`src/rtl/queen_solution_sink.sv`:
```
// Captures an 8-queen solution one one-hot row per beat, exposes it packed, then streams
// it as ASCII digits plus a terminator. Optional board check: QUEEN_SINK_BOARD_CHECK_EN.
module queen_solution_sink #(
  parameter int unsigned ROWS      = 8,
  parameter int unsigned COLS      = 8,
  parameter int unsigned IDX_W     = 3,
  parameter logic [7:0]  TERM_CHAR = 8'h0A
) (
  input  logic                  clk,
  input  logic                  user_reset,
  input  logic                  sol_start,
  input  logic                  in_valid,
  input  logic [COLS-1:0]       in_row,
  output logic                  out_valid,
  input  logic                  out_ready,
  output logic [7:0]            out_data,
  output logic [ROWS*IDX_W-1:0] board_packed,
  output logic                  board_valid,
  output logic                  busy,
  output logic                  error,
  output logic                  conflict
);

  localparam int unsigned CNT_W = $clog2(ROWS + 1);

  typedef enum logic [2:0] {StIdle, StCapture, StCheck, StSend, StTerm} state_e;

  state_e             state_q, state_d;
  logic [CNT_W-1:0]   row_cnt_q, row_cnt_d;
  logic [CNT_W-1:0]   send_cnt_q, send_cnt_d;
  logic [IDX_W-1:0]   idx_q [ROWS];
  logic [IDX_W-1:0]   idx_d [ROWS];
  logic               board_valid_q, board_valid_d;
  logic               error_q, error_d;

  logic [IDX_W-1:0]   enc_idx;
  logic               one_hot;
  logic [IDX_W-1:0]   send_idx;

  // Lowest set bit wins, so malformed rows still produce a deterministic index.
  always_comb begin
    enc_idx = '0;
    for (int c = COLS - 1; c >= 0; c--) begin
      if (in_row[c]) enc_idx = IDX_W'(c);
    end
    one_hot = (in_row != '0) && ((in_row & (in_row - COLS'(1))) == '0);
  end

  always_comb begin
    send_idx = '0;
    for (int r = 0; r < ROWS; r++) begin
      if (send_cnt_q == CNT_W'(r)) send_idx = idx_q[r];
    end
  end

`ifdef QUEEN_SINK_BOARD_CHECK_EN
  logic [CNT_W-1:0]   check_cnt_q, check_cnt_d;
  logic               conflict_q, conflict_d;
  logic [IDX_W-1:0]   check_idx;
  logic signed [IDX_W:0] diff, adiff;
  logic               hit;

  // Row check_cnt_q against every earlier row: same column or same diagonal.
  always_comb begin
    check_idx = '0;
    hit       = 1'b0;
    diff      = '0;
    adiff     = '0;
    for (int r = 0; r < ROWS; r++) begin
      if (check_cnt_q == CNT_W'(r)) check_idx = idx_q[r];
    end
    for (int j = 0; j < ROWS; j++) begin
      if (CNT_W'(j) < check_cnt_q) begin
        diff  = $signed({1'b0, check_idx}) - $signed({1'b0, idx_q[j]});
        adiff = (diff < 0) ? -diff : diff;
        if ((check_idx == idx_q[j]) || (int'(adiff) == int'(check_cnt_q) - j)) hit = 1'b1;
      end
    end
  end
`endif

  always_comb begin
    state_d       = state_q;
    row_cnt_d     = row_cnt_q;
    send_cnt_d    = send_cnt_q;
    idx_d         = idx_q;
    board_valid_d = board_valid_q;
    error_d       = error_q;
`ifdef QUEEN_SINK_BOARD_CHECK_EN
    check_cnt_d   = check_cnt_q;
    conflict_d    = conflict_q;
`endif

    // Beats arriving after the board is complete are overruns.
    if (in_valid && (state_q == StCheck || state_q == StSend || state_q == StTerm)) begin
      error_d = 1'b1;
    end

    unique case (state_q)
      StIdle: begin
        if (sol_start) begin
          state_d       = StCapture;
          row_cnt_d     = '0;
          error_d       = 1'b0;
          board_valid_d = 1'b0;
`ifdef QUEEN_SINK_BOARD_CHECK_EN
          conflict_d    = 1'b0;
`endif
        end
      end
      StCapture: begin
        if (sol_start) begin
          row_cnt_d = '0;
          error_d   = 1'b0;
        end else if (in_valid) begin
          for (int r = 0; r < ROWS; r++) begin
            if (row_cnt_q == CNT_W'(r)) idx_d[r] = enc_idx;
          end
          if (!one_hot) error_d = 1'b1;
          row_cnt_d = row_cnt_q + CNT_W'(1);
          if (row_cnt_q == CNT_W'(ROWS - 1)) begin
            board_valid_d = 1'b1;
            send_cnt_d    = '0;
`ifdef QUEEN_SINK_BOARD_CHECK_EN
            check_cnt_d   = '0;
            state_d       = StCheck;
`else
            state_d       = StSend;
`endif
          end
        end
      end
`ifdef QUEEN_SINK_BOARD_CHECK_EN
      StCheck: begin
        if (hit) conflict_d = 1'b1;
        check_cnt_d = check_cnt_q + CNT_W'(1);
        if (check_cnt_q == CNT_W'(ROWS - 1)) state_d = StSend;
      end
`endif
      StSend: begin
        if (out_ready) begin
          send_cnt_d = send_cnt_q + CNT_W'(1);
          if (send_cnt_q == CNT_W'(ROWS - 1)) state_d = StTerm;
        end
      end
      StTerm: begin
        if (out_ready) begin
          send_cnt_d = '0;
          state_d    = StIdle;
        end
      end
      default: state_d = StIdle;
    endcase
  end

  always_ff @(posedge clk) begin
    if (user_reset) begin
      state_q       <= StIdle;
      row_cnt_q     <= '0;
      send_cnt_q    <= '0;
      idx_q         <= '{default: '0};
      board_valid_q <= 1'b0;
      error_q       <= 1'b0;
`ifdef QUEEN_SINK_BOARD_CHECK_EN
      check_cnt_q   <= '0;
      conflict_q    <= 1'b0;
`endif
    end else begin
      state_q       <= state_d;
      row_cnt_q     <= row_cnt_d;
      send_cnt_q    <= send_cnt_d;
      idx_q         <= idx_d;
      board_valid_q <= board_valid_d;
      error_q       <= error_d;
`ifdef QUEEN_SINK_BOARD_CHECK_EN
      check_cnt_q   <= check_cnt_d;
      conflict_q    <= conflict_d;
`endif
    end
  end

  always_comb begin
    board_packed = '0;
    for (int r = 0; r < ROWS; r++) begin
      board_packed[r*IDX_W +: IDX_W] = idx_q[r];
    end
  end

  // Outputs decode registered state only, so out_ready never reaches out_valid.
  always_comb begin
    out_valid = 1'b0;
    out_data  = 8'h00;
    if (state_q == StSend) begin
      out_valid = 1'b1;
      out_data  = 8'h30 + {{(8 - IDX_W){1'b0}}, send_idx};
    end else if (state_q == StTerm) begin
      out_valid = 1'b1;
      out_data  = TERM_CHAR;
    end
  end

  assign board_valid = board_valid_q;
  assign busy        = (state_q != StIdle);
  assign error       = error_q;
`ifdef QUEEN_SINK_BOARD_CHECK_EN
  assign conflict    = conflict_q;
`else
  assign conflict    = 1'b0;
`endif

endmodule

```
`config.mk`:
```
export PLATFORM = sky130hd
export DESIGN_NAME = queen_solution_sink
export DESIGN_NICKNAME = d
export VERILOG_FILES = /design/src/rtl/queen_solution_sink.sv
export SDC_FILE = /design/constraint.sdc
export NUM_CORES = 1
export LEC_CHECK = 0
export CORE_MARGIN = 5
export CORE_UTILIZATION = 65
export CTS_BUF_LIST = sky130_fd_sc_hd__clkbuf_2 sky130_fd_sc_hd__clkbuf_4 sky130_fd_sc_hd__clkbuf_8
export DETAILED_ROUTE_END_ITERATION = 8
export DONT_BUFFER_PORTS = 1
export PLACE_DENSITY_LB_ADDON = 0.12
export SETUP_SLACK_MARGIN = 0.05
export SLEW_MARGIN = 30
export SYNTH_ARGS = -nofsm -noshare
export SYNTH_HDL_FRONTEND = slang
export SYNTH_SLANG_ARGS = --single-unit
```
`constraint.sdc`:
```
create_clock -name clk -period 2.7 [get_ports clk]
set_input_delay 0 -clock clk [delete_from_list [all_inputs] [get_ports clk]]
set_output_delay 0 -clock clk [all_outputs]
set_load 0.01 [all_outputs]
```
# Word-level counts from Yosys, hierarchy flattened

Cells that the tools add are included.

Register bits after elaboration: 37
Bits in read-only memories: 0
Output and inout bits: 37
Latch bits: 0
Bits in writable memories: 0
Memories kept: 0

Reductions and logical operators: 24
Divide/modulo/power cells: 0
Multiplexer cells: 49
Shifts and indexed selects: 0
Bitwise operators: 2
$lt $le $gt $ge: 0
Equality and inequality tests: 26
Multipliers: 0
$add $sub $neg: 4

Operators by type and width:

| operator                                            | number |
|---|---|
| two-way mux 3 bit                                   | 23 |
| two-way mux 4 bit                                   | 9 |
| equality test 4 x 3 -> 1 bit, second input constant | 8 |
| AND reduction 4 bit                                 | 8 |
| equality test 4 x 2 -> 1 bit, second input constant | 4 |
| inequality test 2 bit, second input constant        | 7 |
| case mux 3 bit (4 select lines)                     | 1 |
| case mux 4 bit (3 select lines)                     | 1 |
| two-way mux 1 bit                                   | 11 |
| adder 4 x 1 -> 4 bit, second input constant         | 2 |
| AND 8 bit                                           | 1 |
| equality test 4 x 1 -> 1 bit, second input constant | 2 |
| zero test 4 bit                                     | 2 |
| zero test 8 bit                                     | 1 |
| case mux 4 bit (2 select lines)                     | 1 |
| nonzero test 8 bit                                  | 1 |
| subtractor 8 x 1 -> 8 bit, second input constant    | 1 |
| adder 6 x 3 -> 7 bit, first input constant          | 1 |
| two-way mux 7 bit                                   | 1 |
| AND reduction 7 bit                                 | 1 |
| equality test 3 x 2 -> 1 bit, second input constant | 2 |
| AND reduction 6 bit                                 | 1 |
| nonzero test 3 bit                                  | 2 |
| AND reduction 5 bit                                 | 1 |
| other kinds (10)                                    | 13 |

# Logic depth before layout (Yosys ltp)

Depth in word-level cells: 11
Gate-level depth with buffers: 8
Depth with buffers taken out: 7

# Worst setup path before layout

No wires, ideal clock.

Kind: register to register
Start point: register send_cnt_q[0]
End point: register state_q[0]
Stages on the path, launching flop included: 8
Arrival: 1567 ps
Path slack: 1006 ps
Setup time: 128 ps
Path through: dfxtp_1 -> ha_1 -> clkbuf_1 -> nand2_1 -> o21ai_0 -> and3_1 -> mux2i_1 -> nor2_1

Word-level cells in the longest chain between the ends: 3

Ends and longest elaborated chain:

| item                                   | line | text |
|---|---|---|
| start: declaration                     | 30   | `logic [CNT_W-1:0] send_cnt_q, send_cnt_d;` |
| start signal: assignment               | 171  | `send_cnt_q <= send_cnt_d;` |
| equality test 4 x 3 -> 1 bit           | 143  | `if (send_cnt_q == CNT_W'(ROWS - 1)) state_d = StTerm;` |
| inequality test 2 bit (no source line) | --   |  |
| AND reduction 7 bit (no source line)   | --   |  |
| end signal: assignment                 | 158  | `state_q <= StIdle;` |
| end signal: assignment                 | 169  | `state_q <= state_d;` |
| end: declaration                       | 28   | `state_e state_q, state_d;` |

Every way passes these cells.
A chain may end at the register's enable or synchronous reset.

# Final worst setup path

Start point: register state_q[1]
End point: register error_q (netlist: error)

Word-level cells in the longest chain between the ends: 9

Ends and longest elaborated chain:

| item                              | line | text |
|---|---|---|
| equality test 3 x 2 -> 1 bit      | 95   | `if (in_valid && (state_q == StCheck \|\| state_q == StSend \|\| state_q == StTerm)) begin` |
| logical OR 1 bit (2 in series)    | 95   |  |
| logical AND 1 bit                 | 95   |  |
| two-way mux 1 bit                 | 95   |  |
| two-way mux 1 bit                 | 119  | `if (!one_hot) error_d = 1'b1;` |
| two-way mux 1 bit                 | 115  | `end else if (in_valid) begin` |
| two-way mux 1 bit                 | 112  | `if (sol_start) begin` |
| case mux 1 bit (2 select lines) * | 99   | `unique case (state_q)` |
| end signal: assignment            | 174  | `error_q <= error_d;` |
| end: declaration                  | 34   | `logic error_q, error_d;` |

Mark *: on every way between the ends. The rest lies on a longest branch, timed or not.

==> metrics.log <==
INFO  metric firstDrtPassIters = 5
INFO  metric floorplan.initialDensity = between 60% and 70%
INFO  metric syn_area = 2060 um2
INFO  metric largest_net_degree_at_the_start_of_global_routing = 35
INFO  metric worstHoldPathType = input pin to flip-flop
INFO  metric drv_cap = 0
INFO  metric crit_path_end_kind = flip-flop
INFO  metric worst_skew_late_latency = 0.34 ns
INFO  metric synth.top_cells.by_area = sky130_fd_sc_hd__dfxtp_1, sky130_fd_sc_hd__nand2_1, sky130_fd_sc_hd__a21oi_1
INFO  metric period_needed = 2.37 ns
INFO  metric synth_xor_area_share = ~1.3%
INFO  metric finish.net_count = between 200 and 300
INFO  metric timing_worst_setup_path_type = flip-flop to flip-flop
INFO  metric synth_top_cell_area_share = 36.0%
INFO  metric core = 3050 um2
INFO  metric status = finished, final reports clean
INFO  metric synth_seq_cells = 37
INFO  metric rows = 20
INFO  metric detail_route.wl_per_cell = 16.4 um
INFO  metric vias_in_the_first_global_route = 1,786
INFO  metric detail_route.iter0.violations = 157
INFO  metric synth_cells = 265
INFO  metric achievable-frequency = 422 MHz
INFO  metric post_route_cells_drive_above_1_share = 6.69%
INFO  metric critical_path.cell_chain = nor2_1 > a21oi_1 > nand3_1 > dlygate4sd3_1 > o21ai_1 > dlygate4sd3_1
INFO  metric dpl_cell_area = 2060 um2
INFO  metric dr_total_vias = 1,877
INFO  metric timing.critical_path.fanout_max = 12
INFO  metric viasPerCell = 6.00
INFO  metric worst_ir_drop_vdd = 0.000244 V
INFO  metric globalRoute.totalOverflow = 0
INFO  metric insertedDiodeCount = 0
INFO  metric clock_sinks = 37
INFO  metric yosys_top_cell_by_area = sky130_fd_sc_hd__dfxtp_1
INFO  metric slew_violations = 0
INFO  metric critPathMostFrequentCell = sky130_fd_sc_hd__dlygate4sd3_1
INFO  metric antenna_found_initial = 0
INFO  metric hold_violations = 0
INFO  metric combinational_family_with_the_most_area_after_synthesis = simple AND/OR/NAND/NOR gates
INFO  metric maxSlewHeadroom = 47.2%
INFO  metric wire_length_of_the_first_global_routing_pass = 8450 um
INFO  metric clock_skew = approximately 0.0080 ns
INFO  metric drt-total-wl = ~5100 um
INFO  metric tightest_slew = 0.792 ns
INFO  metric worst_path_largest_cell_delay = between 0.5 and 0.6 ns
INFO  metric synth_ff_type = sky130_fd_sc_hd__dfxtp_1
INFO  metric syn_avg_cell_area = 7.76 um2
INFO  metric yosysWarningCount = 0
INFO  metric power.static_leakage = 0.777 nW
INFO  metric place.gp.congestion = ~0.84
INFO  metric drt.antenna.violating_nets = 0
INFO  metric worst_setup_path_start_kind = flip-flop
INFO  metric ios = 50
INFO  metric utilization = 72.3%
INFO  metric share_of_cell_area_taken_by_muxes_after_synthesis = slightly above 4%
INFO  metric post-dp-hpwl = 3640 um
INFO  metric area_growth_syn_to_layout = 7.30%
INFO  metric root_buffer = sky130_fd_sc_hd__clkbuf_4
INFO  metric stdcell_area = 2210 um2
INFO  metric rsz0062_at_grt = no
INFO  metric power-per-cell-area = 420 nW/um2
INFO  metric synthTopCellsByCount = sky130_fd_sc_hd__nand2_1, sky130_fd_sc_hd__dfxtp_1, sky130_fd_sc_hd__a21oi_1
INFO  metric chipHeight = 66.3 um
INFO  metric cts_setup_buffers = 0
INFO  metric synth_adder_area_share = 5.35%
INFO  metric tns = 0 ns
INFO  metric drc_errors = 0
INFO  metric synthesized_area_fraction_occupied_by_and_or_nand_nor_cells = between 20% and 30%
INFO  metric synth_compound_area_share = a little under a fifth
INFO  metric ys_types = 47
INFO  metric die_width = 66.3 um
INFO  metric timing.final.setup_violations = 0
INFO  metric cts_tree = built
INFO  metric ctsLongestPathBuffers = 2
INFO  metric synthArstFlopShare = 0%
INFO  metric min_period_over_period = 87.8%
INFO  metric fraction_of_the_yosys_area_taken_by_sequential_cells = 36.0%
INFO  metric tritoncts.num_buffers = 5
INFO  metric die_area = 4390 um2
INFO  metric yosys.cell_count.top_type = sky130_fd_sc_hd__nand2_1
INFO  metric grtUsageTotal = 25.0%
INFO  metric critical_path.slowest_cell = sky130_fd_sc_hd__dfxtp_1
INFO  metric htree_levels = 2
INFO  metric clk_pin_slew_worst_paths = approximately 0.11 ns
INFO  metric critPathArrivalTime = 2.66 ns
INFO  metric worstPathRequired = approximately 3.0 ns
INFO  metric synth_enable_flop_cells = 0
INFO  metric port-buffer-count = 0
-- sequential cells by signal, indices dropped and copies added, names as in the netlist --
signal	count
board_packed	24
row_cnt_q	4
send_cnt_q	4
state_q	3
board_valid	1
error	1
-- routing by layer --
layer  track usage, %  wire length, um
met1             32.6             2230
met2             39.2             2430
met3             6.97              396
met4             8.88               74
met5                0                0
-- where the power goes --
| group | internal, mW | leakage (nW) | switching [mW] | total, mW |
|---|---|---|---|---|
| sequential | 0.548 | 0.298 | 0.00489 | 0.553 |
| clock | 0.133 | 0.0348 | 0.175 | 0.308 |
| combinational | 0.0283 | 0.444 | 0.0375 | 0.0658 |
| total | 0.710 | 0.777 | 0.218 | 0.927 |
-- cell usage in the layout, fill, tap and decap left out, types with 6 or more instances in the layout --
| master | synthesis | layout |
|---|---|---|
| sky130_fd_sc_hd__nand2_1 | 41 | 41 |
| sky130_fd_sc_hd__dfxtp_1 | 37 | 37 |
| sky130_fd_sc_hd__a21oi_1 | 30 | 30 |
| sky130_fd_sc_hd__nor2_1 | 18 | 18 |
| sky130_fd_sc_hd__o21ai_0 | 17 | 17 |
| sky130_fd_sc_hd__nand3_1 | 17 | 17 |
| sky130_fd_sc_hd__nand3b_1 | 9 | 9 |
| sky130_fd_sc_hd__inv_1 | 8 | 8 |
| sky130_fd_sc_hd__ha_1 | 8 | 8 |
| sky130_fd_sc_hd__dlygate4sd3_1 | 0 | 8 |
| sky130_fd_sc_hd__clkbuf_4 | 0 | 6 |
-- per-stage QoR --
step	std cells	total power, mW	hold slack, ns	setup WS (ns)
after floorplan	267	0.615	0.144	1.01
after global placement	297	0.614	0.0719	0.882
after detailed placement	297	0.614	0.0742	0.774
after CTS	312	0.929	0.00297	0.223
after global routing	313	0.966	0.118	0.180
final	313	0.927	0.0751	0.330
-- path summary, 6_finish.rpt --
check	startpoint	endpoint	depth (start not counted)	slack (ns)
max	state_q[1]	error	6	0.33
min	out_ready	board_valid	4	0.08
min reg2reg	send_cnt_q[1]	send_cnt_q[1]	2	0.52
max reg2reg	state_q[1]	error	6	0.33
-- area by class of cell --
cell class	count	area, um2
Fill cell	276	846
Inverter	8	30.0
Timing Repair Buffer	12	108
Sequential cell	37	741
Clock buffer	7	58.8
Tap cell	44	55.1
Multi-Input combinational cell	205	1210
-- kinds of logic (layout without fill, tap and decap cells) --
logic type	after synthesis	in the layout
flip-flops	37	37
other	1	3
AO/OA/AOI/OAI	66	66
buffers and inverters	25	27
adder cells (fa/ha/maj)	9	9
XOR/XNOR	3	3
multiplexers	6	6
AND/OR/NAND/NOR	118	118
-- what timing repair did --
action / 4_1_cts / 5_1_grt
endpoints found under the hold margin: 37 / 7
gates resized for setup: 0 / 0
hold buffers: 8 / 1
-- worst max-delay path, delay by kind of cell (launching register included) --
kind	cells	cell delay, ns
AOI/OAI and AO/OA	2	0.33
DFF	1	0.59
and+or+nand+nor	2	0.29
buffers and inverters	2	1.11
(Power assumes the default switching activity.)
